### config.mk
export PLATFORM = sky130hd
export DESIGN_NAME = uart_tx_feeder
export DESIGN_NICKNAME = d
export VERILOG_FILES = /design/src/rtl/uart_tx_feeder.sv
export SDC_FILE = /design/constraint.sdc
export NUM_CORES = 1
export LEC_CHECK = 0
export BUFFER_PORTS_ARGS = -buffer_cell sky130_fd_sc_hd__buf_4
export CAP_MARGIN = 10
export CELL_PAD_IN_SITES_DETAIL_PLACEMENT = 1
export CELL_PAD_IN_SITES_GLOBAL_PLACEMENT = 1
export CORE_ASPECT_RATIO = 0.5
export CORE_MARGIN = 2
export CORE_UTILIZATION = 25
export DETAILED_ROUTE_END_ITERATION = 8
export HOLD_SLACK_MARGIN = 0.06
export PLACE_DENSITY = 0.44
export RECOVER_POWER = 100
export SYNTH_ARGS = -nofsm -noshare
export SYNTH_HDL_FRONTEND = slang
export SYNTH_SLANG_ARGS = --single-unit
### constraint.sdc
create_clock -name clk -period 8.42 [get_ports clk]
set_input_delay 0.842 -clock clk [delete_from_list [all_inputs] [get_ports clk]]
set_output_delay 0.842 -clock clk [all_outputs]
set_load 0.01 [all_outputs]
### src/rtl/uart_tx_feeder.sv
// Byte FIFO feeding a UART transmitter over a Tx_DATA/Tx_WR strobe, paced by Tx_BUSY.
// Flags a transmitter that never acknowledges a write and records producer overflow.
module uart_tx_feeder #(
  parameter int unsigned DEPTH        = 8,
  parameter int unsigned BUSY_TIMEOUT = 16
) (
  input  logic                    clk,
  input  logic                    reset,
  input  logic [7:0]              in_data,
  input  logic                    in_valid,
  output logic                    in_ready,
  input  logic                    flush,
  input  logic                    tx_enable,
  input  logic                    Tx_BUSY,
  output logic [7:0]              Tx_DATA,
  output logic                    Tx_WR,
  output logic [$clog2(DEPTH):0]  fifo_count,
  output logic                    empty,
  output logic                    overflow,
  output logic                    timeout_err
);

  localparam int unsigned AW = $clog2(DEPTH);
  localparam int unsigned CW = AW + 1;
  localparam int unsigned TW = $clog2(BUSY_TIMEOUT);

  typedef enum logic [1:0] {
    IDLE      = 2'd0,
    ISSUE     = 2'd1,
    WAIT_BUSY = 2'd2,
    WAIT_DONE = 2'd3
  } state_e;

  state_e          state_q, state_d;
  logic [AW-1:0]   rd_ptr_q, rd_ptr_d;
  logic [AW-1:0]   wr_ptr_q, wr_ptr_d;
  logic [CW-1:0]   count_q, count_d;
  logic [TW-1:0]   tmo_cnt_q, tmo_cnt_d;
  logic [7:0]      tx_data_q, tx_data_d;
  logic            tx_wr_q, tx_wr_d;
  logic            overflow_q, overflow_d;
  logic            timeout_err_q, timeout_err_d;
  logic [7:0]      mem_q [DEPTH];
  logic [7:0]      mem_d [DEPTH];

  logic            full;
  logic            fifo_empty;
  logic            pop;
  logic            push;

  assign full       = (count_q == CW'(DEPTH));
  assign fifo_empty = (count_q == '0);

  // Pop happens exactly on the IDLE -> ISSUE edge; a full FIFO still accepts a push then.
  assign pop  = (state_q == IDLE) && !fifo_empty && tx_enable && !Tx_BUSY && !flush;
  assign push = in_valid && !flush && (!full || pop);

  always_comb begin
    mem_d = mem_q;
    if (push) begin
      mem_d[wr_ptr_q] = in_data;
    end
  end

  always_comb begin
    rd_ptr_d   = rd_ptr_q;
    wr_ptr_d   = wr_ptr_q;
    count_d    = count_q;
    overflow_d = overflow_q;
    if (flush) begin
      rd_ptr_d   = '0;
      wr_ptr_d   = '0;
      count_d    = '0;
      overflow_d = 1'b0;
    end else begin
      if (pop) begin
        rd_ptr_d = rd_ptr_q + AW'(1);
      end
      if (push) begin
        wr_ptr_d = wr_ptr_q + AW'(1);
      end
      if (push && !pop) begin
        count_d = count_q + CW'(1);
      end else if (pop && !push) begin
        count_d = count_q - CW'(1);
      end
      if (in_valid && full && !pop) begin
        overflow_d = 1'b1;
      end
    end
  end

  // Transmit handshake; flush never disturbs a frame already in progress.
  always_comb begin
    state_d       = state_q;
    tmo_cnt_d     = tmo_cnt_q;
    tx_wr_d       = 1'b0;
    tx_data_d     = tx_data_q;
    timeout_err_d = timeout_err_q;
    case (state_q)
      IDLE: begin
        if (pop) begin
          state_d   = ISSUE;
          tx_wr_d   = 1'b1;
          tx_data_d = mem_q[rd_ptr_q];
        end
      end
      ISSUE: begin
        state_d   = WAIT_BUSY;
        tmo_cnt_d = '0;
      end
      WAIT_BUSY: begin
        if (Tx_BUSY) begin
          state_d = WAIT_DONE;
        end else if (tmo_cnt_q == TW'(BUSY_TIMEOUT - 1)) begin
          state_d       = IDLE;
          timeout_err_d = 1'b1;
        end else begin
          tmo_cnt_d = tmo_cnt_q + TW'(1);
        end
      end
      WAIT_DONE: begin
        if (!Tx_BUSY) begin
          state_d = IDLE;
        end
      end
      default: state_d = IDLE;
    endcase
  end

  always_ff @(posedge clk) begin
    if (reset) begin
      state_q       <= IDLE;
      rd_ptr_q      <= '0;
      wr_ptr_q      <= '0;
      count_q       <= '0;
      tmo_cnt_q     <= '0;
      tx_data_q     <= 8'h00;
      tx_wr_q       <= 1'b0;
      overflow_q    <= 1'b0;
      timeout_err_q <= 1'b0;
    end else begin
      state_q       <= state_d;
      rd_ptr_q      <= rd_ptr_d;
      wr_ptr_q      <= wr_ptr_d;
      count_q       <= count_d;
      tmo_cnt_q     <= tmo_cnt_d;
      tx_data_q     <= tx_data_d;
      tx_wr_q       <= tx_wr_d;
      overflow_q    <= overflow_d;
      timeout_err_q <= timeout_err_d;
    end
  end

  // Storage needs no reset: pointers and count define which entries are live.
  always_ff @(posedge clk) begin
    mem_q <= mem_d;
  end

  assign in_ready    = !full;
  assign empty       = fifo_empty;
  assign fifo_count  = count_q;
  assign Tx_DATA     = tx_data_q;
  assign Tx_WR       = tx_wr_q;
  assign overflow    = overflow_q;
  assign timeout_err = timeout_err_q;

endmodule

==> flow_summary.ini, run 1 <==
[finish]
syn_to_final_growth_pct = 15.9
instances_no_fill = 472
diodes = 0
drive_above_1_share_pct = 17.9
fin_nets = 290
multiInputGateArea_um2 = 1140
final.fill_count = 1534
regArea_um2 = 2460

[synthesis]
yosysWarnings = 0
ys_types = 41
synth_area_leaders = edfxtp_1, dfxtp_1, mux4_2
synth.cell_area_um2 = 3700
postSynthAreaPerCell_um2 = 15.6
syn_inst = 238
synth-seq-cells = 91
yosysTopAreaCellShare_pct = 51.9
synth-edff-count = 64
ys_seq_area_share_pct = 66.5
synth_nets = 259
synth_flop_cell = edfxtp_1
async_reset_ff_share_pct = 0
synth_top_area_cell = edfxtp_1

[critical_path]
crit_type = input port to flop
crit_cells = 11
critPathLaunchType = input port
path_common_cell = ha_1
cp_slowest_cell = nor3_1
rr_worst_depth = 10
critPathBufInv = 3
crit_chain = clkbuf_1, or4b_1, nor3_1, clkinv_1, ha_1, inv_1, ha_1, a21oi_1, nand3_1, a211oi_1, a31o_2
slowest_delay_ns = 2.01
endpoint_kind = flop
cp_max_fo = 22
worstPathArrival_ns = 5.50
worst_ep_required_time_ns = 8.71
crit_family = simple AND/OR/NAND/NOR gates

[grt]
grt_pass1_wl_mm = 12.9
grt_overflow_total = 0
grt_pass1_vias = 2140
grt_max_degree = 23
grt_usage_pct = 11.2
antenna_found_initial = 0

[detailed_routing]
drc_errors = 0
vias = 2047
drt_iter0_markers = 100
ant_nets = 0
viasPerCell = 4.34
routed_wl_mm = 8.31
firstDrtPassIters = 4
wl_per_cell_um = 17.6

[place]
dpl.hpwl_mm = 5.42
gp_congestion = 0.720
port_buffers = 30
dp_cells = 456

[power]
vdd_drop_max_mv = 0.0915
p_int_uw = 707
power_density_nw_per_um2 = 215
power_leakage_nw = 1.34
switching_share_pct = 23.5
power.switching_uw = 217
clkPwrFrac_pct = 42.9
combPwrFrac_pct = 4.4
power_uw = 924
seqPwrFrac_pct = 52.7

[clock_network]
clk_pin_slew_ns = 0.07
clock-root-buffer = clkbuf_16
cts_buffers = 9
ctsLongestPathBuffers = 2
cts_resized = 0
clock-sinks = 91
holdBufCountCts = 0
clock_latency_ns = 0.35
cts_tree = yes
post_cts_buffers = 0
htreeDepth = 3

[die]
die_w_um = 176
fp-row-count = 31
die_area_um2 = 15900
start_util_pct = 25.6
die_y_um = 90.1
ios = 31
design.core.area_um2 = 14500

[sta]
fmaxAchievable_ghz = 0.192
worst_pin_slew_ns = 2.59
layout_min_cycle_time_ns = 5.21
setup_viol = 0
fin_skew_ns = 0.0126
period_share_pct = 61.8
max_slew_margin_pct = -73.9
finalHoldViolCount = 0
slew_violations = 50
holdWs_ns = 0.477
rsz0062_at_grt = no
tns_ns = 0

[job]
maxCapViolCount = 4

[worst_hold_path]
hold_depth = 2
holdCritPathClass = flop to flop

[run_status]
violations = capacitance limit, slew limit
status = complete, but fails checks
[layout make-up]
type	count	area share (%)
Clock buffer	9	5.24
Clock inverter	7	1.51
Inverter	5	0.437
Multi-Input combinational cell	130	26.5
Sequential cell	91	57.3
Tap cell	198	5.77
Timing Repair Buffer	32	3.23
[per-layer routing]
layer	part of all wire, %	track usage (%)
met1	48	14.8
met2	47	17.5
met3	3.6	3.26
met4	1.3	3.93
met5	0	0
[cell usage after synthesis (2+ instances only)]
cell type,count
nand2b_1,4
buf_2,2
o21ai_0,2
nor2_1,30
clkbuf_1,4
a21oi_1,8
mux2i_1,10
buf_1,3
dfxtp_1,27
mux4_2,16
a31o_2,3
a31oi_1,2
a211oi_2,8
inv_2,2
buf_6,2
inv_1,3
nand2_1,5
ha_1,6
nor3_1,6
nor4_1,2
xor2_1,3
edfxtp_1,64
xnor2_1,3
and3_1,2
nand4_1,2
nand3_1,4
[power by group through the flow]
stage               Sequential (mW)  Combinational [mW]  Clock (mW)
floorplan                     0.497              0.0251           0
global placement              0.497              0.0459           0
detailed placement            0.497              0.0473           0
CTS                           0.487              0.0476       0.407
global route                  0.488              0.0457       0.423
finish                        0.487              0.0407       0.396
[registers in the layout, summed over array words and instances, names as in the netlist, 2 cells and up]
| register | cells |
|---|---|
| tmo_cnt_q | 4 |
| fifo_count | 4 |
| Tx_DATA | 8 |
| wr_ptr_q | 3 |
| mem_q | 64 |
| state_q | 2 |
| rd_ptr_q | 3 |
[worst min-delay path, stage by stage (launching register included)]
cell and delay [ns]:
dfxtp_1 0.33, a31oi_1 0.04, nor2_1 0.07
[worst paths after layout]
kind,endpoint,slack (ns),start
max reg2reg,fifo_count[3],3.36,state_q[1]
max,fifo_count[3],3.21,Tx_BUSY
min,timeout_err,0.48,timeout_err
min reg2reg,timeout_err,0.48,timeout_err
[kinds of logic after synthesis]
group	Yosys count	synth area share [%]
fa+ha+maj	7	2.57
mux	27	12.7
xor+xnor	6	1.42
buf+inv	17	2.30
compound gates	27	5.94
flops	91	66.5
simple gates	63	8.58
[cells in the final DEF, fill, tap and decap left out, types with 3 or more instances in the layout]
cell type  Yosys  layout
clkbuf_1       4      27
a21oi_1        8       8
edfxtp_1      64      64
a31o_2         3       3
inv_1          3       4
nand2_1        5       5
nor3_1         6       7
nand3_1        4       4
nand2b_1       4       4
mux4_2        16      16
inv_8          0       3
xor2_1         3       3
nor2_1        30      30
dfxtp_1       27      27
clkbuf_16      0       9
mux2i_1       10      10
buf_4          1       5
ha_1           6       6
a211oi_2       8       7
xnor2_1        3       3
inv_6          0       3
[metrics by stage]
step / utilization [%] / cell area [um^2] / worst slack, ns
after detailed placement: 28.7 / 4150 / 4.51
after floorplan: - / 3700 / 5.27
after global placement: 28.7 / 4150 / 4.71
after global routing: 29.7 / 4300 / 2.63
final: 29.7 / 4300 / 3.21
after CTS: 30.7 / 4440 / 4.88
(Power assumes the default switching activity.)
==> inputs of run 2 (changes only) <==
==> constraint.sdc (replaced) <==
create_clock -name clk -period 5.1 [get_ports clk]
set_input_delay 0.51 -clock clk [delete_from_list [all_inputs] [get_ports clk]]
set_output_delay 0.51 -clock clk [all_outputs]
set_load 0.01 [all_outputs]
==> run 2 against run 1 <==
The run still ends with capacitance limit, slew limit left; clock skew decreased by 0.0030 ns; sequential cell count unchanged; combinational power increased by 68%; sequential share of layout area decreased by 0.20 points; largest cell class unchanged.
==> flow_summary.ini, run 2 (same netlist as run 1, synthesis figures left out) <==
[run_status]
status = complete, but fails checks
violations = capacitance limit, slew limit

[clock_network]
ctsLongestPathBuffers = 2
cts_tree = yes
post_cts_buffers = 0
clock-root-buffer = clkbuf_16
clock_latency_ns = 0.34
clk_pin_slew_ns = 0.08
holdBufCountCts = 0
cts_resized = 0
htreeDepth = 3
clock-sinks = 91
cts_buffers = 9

[finish]
diodes = 0
fin_nets = 290
layout_common_cells = edfxtp_1, nor2_1, dfxtp_1
top_register = mem_q
instances_no_fill = 472
final_util_pct = 29.8
final.fill_count = 1556
multiInputGateArea_um2 = 1140
drive_above_1_share_pct = 18.2
syn_to_final_growth_pct = 16.3
regArea_um2 = 2460
largest_reg_flops = 64
layout_commonest_cell = edfxtp_1

[sta]
rsz0062_at_grt = no
worst_pin_slew_ns = 1.83
setup_viol = 0
layout_min_cycle_time_ns = 3.42
finalHoldViolCount = 0
slew_violations = 27
fin_skew_ns = 0.00962
holdWs_ns = 0.430
period_share_pct = 67.1
tns_ns = 0
max_slew_margin_pct = -22.8
fmaxAchievable_ghz = 0.292

[power]
power_density_nw_per_um2 = 354
seqPwrFrac_pct = 52.7
combPwrFrac_pct = 4.5
power.switching_uw = 358
power_mw = 1.53
p_int_mw = 1.17
vdd_drop_max_mv = 0.172
power_leakage_nw = 1.34
clkPwrFrac_pct = 42.8
switching_share_pct = 23.5

[detailed_routing]
drc_errors = 0
drt_iter0_markers = 167
firstDrtPassIters = 4
wl_per_cell_um = 17.5
ant_nets = 0
viasPerCell = 4.33
vias = 2045
routed_wl_mm = 8.28

[die]
ios = 31
fp-row-count = 31
die_y_um = 90.1
design.core.area_um2 = 14500
die_area_um2 = 15900
die_w_um = 176
start_util_pct = 25.6

[place]
port_buffers = 30
dpl.hpwl_mm = 5.43
gp_congestion = 0.718
dp_cells = 456

[critical_path]
critPathLaunchType = flop
cp_max_fo = 22
endpoint_kind = flop
ff2ff_setup_slack_ns = 1.68
worst_ep_required_time_ns = 5.39
crit_type = flop to flop
worstPathArrival_ns = 3.71

[worst_hold_path]
holdCritPathClass = input port to flop

[grt]
grt_overflow_total = 0
grt_pass1_wl_mm = 13.3
antenna_found_initial = 0
grt_pass1_vias = 2300
grt_max_degree = 23
grt_usage_pct = 11.4

[job]
maxCapViolCount = 3
## run 2: cell type report
class,count,area share (%)
sequential,91,57.1
tap,198,5.75
inverter,5,0.435
timing repair buffer,32,3.31
clock inverter,7,1.63
multi-input combinational,130,26.5
clock buffer,9,5.22
## run 2: power by group through the flow
stage	registers, mW	clock network [mW]	logic (mW)
CTS	0.804	0.679	0.0789
finish	0.804	0.653	0.0685
detailed placement	0.821	0	0.0786
floorplan	0.821	0	0.0415
global placement	0.821	0	0.0761
global route	0.805	0.709	0.0777
## run 2: stage by stage
stage,setup slack [ns],area [um^2]
6_report,1.68,4310
5_1_grt,1.30,4310
4_1_cts,1.78,4440
3_5_place_dp,1.60,4150
3_3_place_gp,1.72,4150
2_1_floorplan,2.29,3700
## run 2: path summary, 6_finish.rpt
kind               from       endpoint  cells past startpoint
max          state_q[1]  fifo_count[3]                     10
min             Tx_BUSY     state_q[0]                      3
max reg2reg  state_q[1]  fifo_count[3]                     10
min reg2reg    overflow       overflow                      2
## run 2: routing by layer
layer  vias up  part of all wire, %  track usage (%)
met5         -                    0                0
met4         0                 0.74             2.89
met3         5                  3.1             3.60
met2        28                   46             18.0
met1      1042                   50             15.1
li1        970                    -                -
## run 2: worst max-delay path, stage by stage, from the launching register on
cell      delay, ns
dfxtp_1        0.39
or4b_1         0.65
nor3_4         0.78
inv_1          0.15
ha_1           0.26
inv_1          0.13
ha_1           0.29
a21oi_1        0.22
nand3_1        0.13
a211oi_1       0.25
a31o_2         0.13
==> inputs of run 3 (changes only) <==
--- a/config.mk
+++ b/config.mk
@@ -5,6 +5,7 @@
 export SDC_FILE = /design/constraint.sdc
 export NUM_CORES = 1
 export LEC_CHECK = 0
+export ABC_AREA = 1
 export BUFFER_PORTS_ARGS = -buffer_cell sky130_fd_sc_hd__buf_4
 export CAP_MARGIN = 10
 export CELL_PAD_IN_SITES_DETAIL_PLACEMENT = 1
@@ -14,7 +15,7 @@
 export CORE_UTILIZATION = 25
 export DETAILED_ROUTE_END_ITERATION = 8
 export HOLD_SLACK_MARGIN = 0.06
-export PLACE_DENSITY = 0.44
+export PLACE_DENSITY = 0.46
 export RECOVER_POWER = 100
 export SYNTH_ARGS = -nofsm -noshare
 export SYNTH_HDL_FRONTEND = slang
==> constraint.sdc (replaced) <==
create_clock -name clk -period 3.2 [get_ports clk]
set_input_delay 0.32 -clock clk [delete_from_list [all_inputs] [get_ports clk]]
set_output_delay 0.32 -clock clk [all_outputs]
set_load 0.01 [all_outputs]
==> run 3 against run 2 <==
The flow now finishes without violations; largest power group unchanged; sequential power rose by 63%; clock power rose by 65%; via count is 31% higher; final area is 3.0% higher.
==> flow_summary.ini, run 3 <==
[run_status]
status = finished, final reports clean

[clock_network]
post_cts_buffers = 0
cts_resized = 0
holdBufCountCts = 0
cts_tree = yes
clock-root-buffer = clkbuf_16
ctsLongestPathBuffers = 2
cts_buffers = 9
clock_latency_ns = 0.34
clock-sinks = 91
clk_pin_slew_ns = 0.07
htreeDepth = 3

[die]
ios = 31
die_y_um = 91.7
die_area_um2 = 16400
fp-row-count = 31
start_util_pct = 26.1
design.core.area_um2 = 14700
die_w_um = 179

[critical_path]
slowest_delay_ns = 0.38
critPathBufInv = 3
cp_max_fo = 6
critPathLaunchType = flop
worst_ep_required_time_ns = 3.47
crit_cells = 14
crit_family = simple AND/OR/NAND/NOR gates
worstPathArrival_ns = 2.76
rr_worst_depth = 14
crit_type = flop to flop
cp_slowest_cell = dfxtp_1
endpoint_kind = flop
crit_chain = nor2_1, inv_1, nor2_1, nand3_1, nand2_1, inv_1, ha_1, inv_1, ha_1, a21oi_1, nand2_1, xor2_1, nand2_1, a21oi_1

[finish]
syn_to_final_growth_pct = 15.5
drive_above_1_share_pct = 8.87
final.fill_count = 1681
layout_common_cells = nor2_1, edfxtp_1, nand2_1
fin_nets = 422
diodes = 0
finalInstanceArea_um2 = 4440
top_register = mem_q
largest_reg_flops = 64
layout_commonest_cell = nor2_1

[synthesis]
synth.cell_area_um2 = 3840
ys_seq_area_share_pct = 64.0
ys_types = 34
syn_inst = 369
async_reset_ff_share_pct = 0
synth_nets = 390
yosysTopAreaCellShare_pct = 50.0
synth.most_common_cell = nor2_1
yosysWarnings = 0
synth_top_area_cell = edfxtp_1
postSynthAreaPerCell_um2 = 10.4
synth_flop_cell = edfxtp_1
synth_commonest_cells = nor2_1, edfxtp_1, nand2_1
synth-edff-count = 64
synth-seq-cells = 91
synth_area_leaders = edfxtp_1, dfxtp_1, nor2_1

[sta]
max_slew_margin_pct = 42.6
fmaxAchievable_ghz = 0.401
tns_ns = 0
layout_min_cycle_time_ns = 2.49
fin_skew_ns = 0.0114
holdWs_ns = 0.288
slew_violations = 0
rsz0062_at_grt = no
finalHoldViolCount = 0
worst_pin_slew_ns = 0.857
setup_viol = 0
period_share_pct = 77.9

[detailed_routing]
firstDrtPassIters = 4
drt_iter0_markers = 113
routed_wl_mm = 9.54
ant_nets = 0
vias = 2678
wl_per_cell_um = 15.8
viasPerCell = 4.43
drc_errors = 0

[power]
power_density_nw_per_um2 = 587
power_mw = 2.61
power_leakage_nw = 1.57
vdd_drop_max_mv = 0.234

[job]
maxCapViolCount = 0

[worst_hold_path]
hold_depth = 2
holdCritPathClass = input port to flop

[grt]
use_met1_pct = 16.8
top_usage_layer = met2
grt_pass1_vias = 2889
met3_usage_pct = 2.82
grt_max_degree = 35
use_met2_pct = 20.9
antenna_found_initial = 0
grt_pass1_wl_mm = 15.7
grt_overflow_total = 0
grt_usage_pct = 12.7

[place]
place_area_um2 = 4260
dpl.hpwl_mm = 6.61
gp_congestion = 0.733
port_buffers = 30
[run 3: through the flow]
| stage | setup slack [ns] | instances | util [%] |
|---|---|---|---|
| after floorplan | 1.13 | 369 | - |
| after global placement | 0.948 | 588 | 28.9 |
| after detailed placement | 0.875 | 588 | 28.9 |
| after CTS | 0.844 | 604 | 31.0 |
| after global routing | 0.400 | 604 | 30.1 |
| final | 0.707 | 604 | 30.1 |
[run 3: kinds of logic after synthesis]
| kind of cell | after synthesis | synth area share (%) |
|---|---|---|
| AND/OR/NAND/NOR | 178 | 20.9 |
| flip-flops | 91 | 64.0 |
| AO/OA/AOI/OAI | 57 | 7.55 |
| buffers and inverters | 32 | 4.13 |
| adder cells (fa/ha/maj) | 7 | 2.47 |
| XOR/XNOR | 4 | 0.911 |
[run 3: final timing paths]
kind,start,end,slack [ns]
hold reg to reg,Tx_DATA[2],Tx_DATA[2],0.46
setup / recovery,fifo_count[0],fifo_count[3],0.71
setup reg to reg,fifo_count[0],fifo_count[3],0.71
hold / removal,reset,Tx_DATA[5],0.29
[run 3: layout make-up]
class	count	area [um^2]	area share, %
clock buffer	10	229	5.16
multi-input combinational	246	1200	27.1
timing repair buffer	34	154	3.47
inverter	19	72.6	1.63
clock inverter	6	72.6	1.63
sequential	91	2460	55.5
tap	198	248	5.58
[run 3: layer usage]
metal	routed length, um	share of wire (%)
met1	4580	48
met3	366	3.8
met2	4480	47
met5	0	0
met4	112	1.2
[run 3: power by group]
group	switching [mW]	internal (mW)	leakage [nW]
clock	0.465	0.614	0.144
combinational	0.146	0.0663	0.625
sequential	0.0304	1.28	0.796
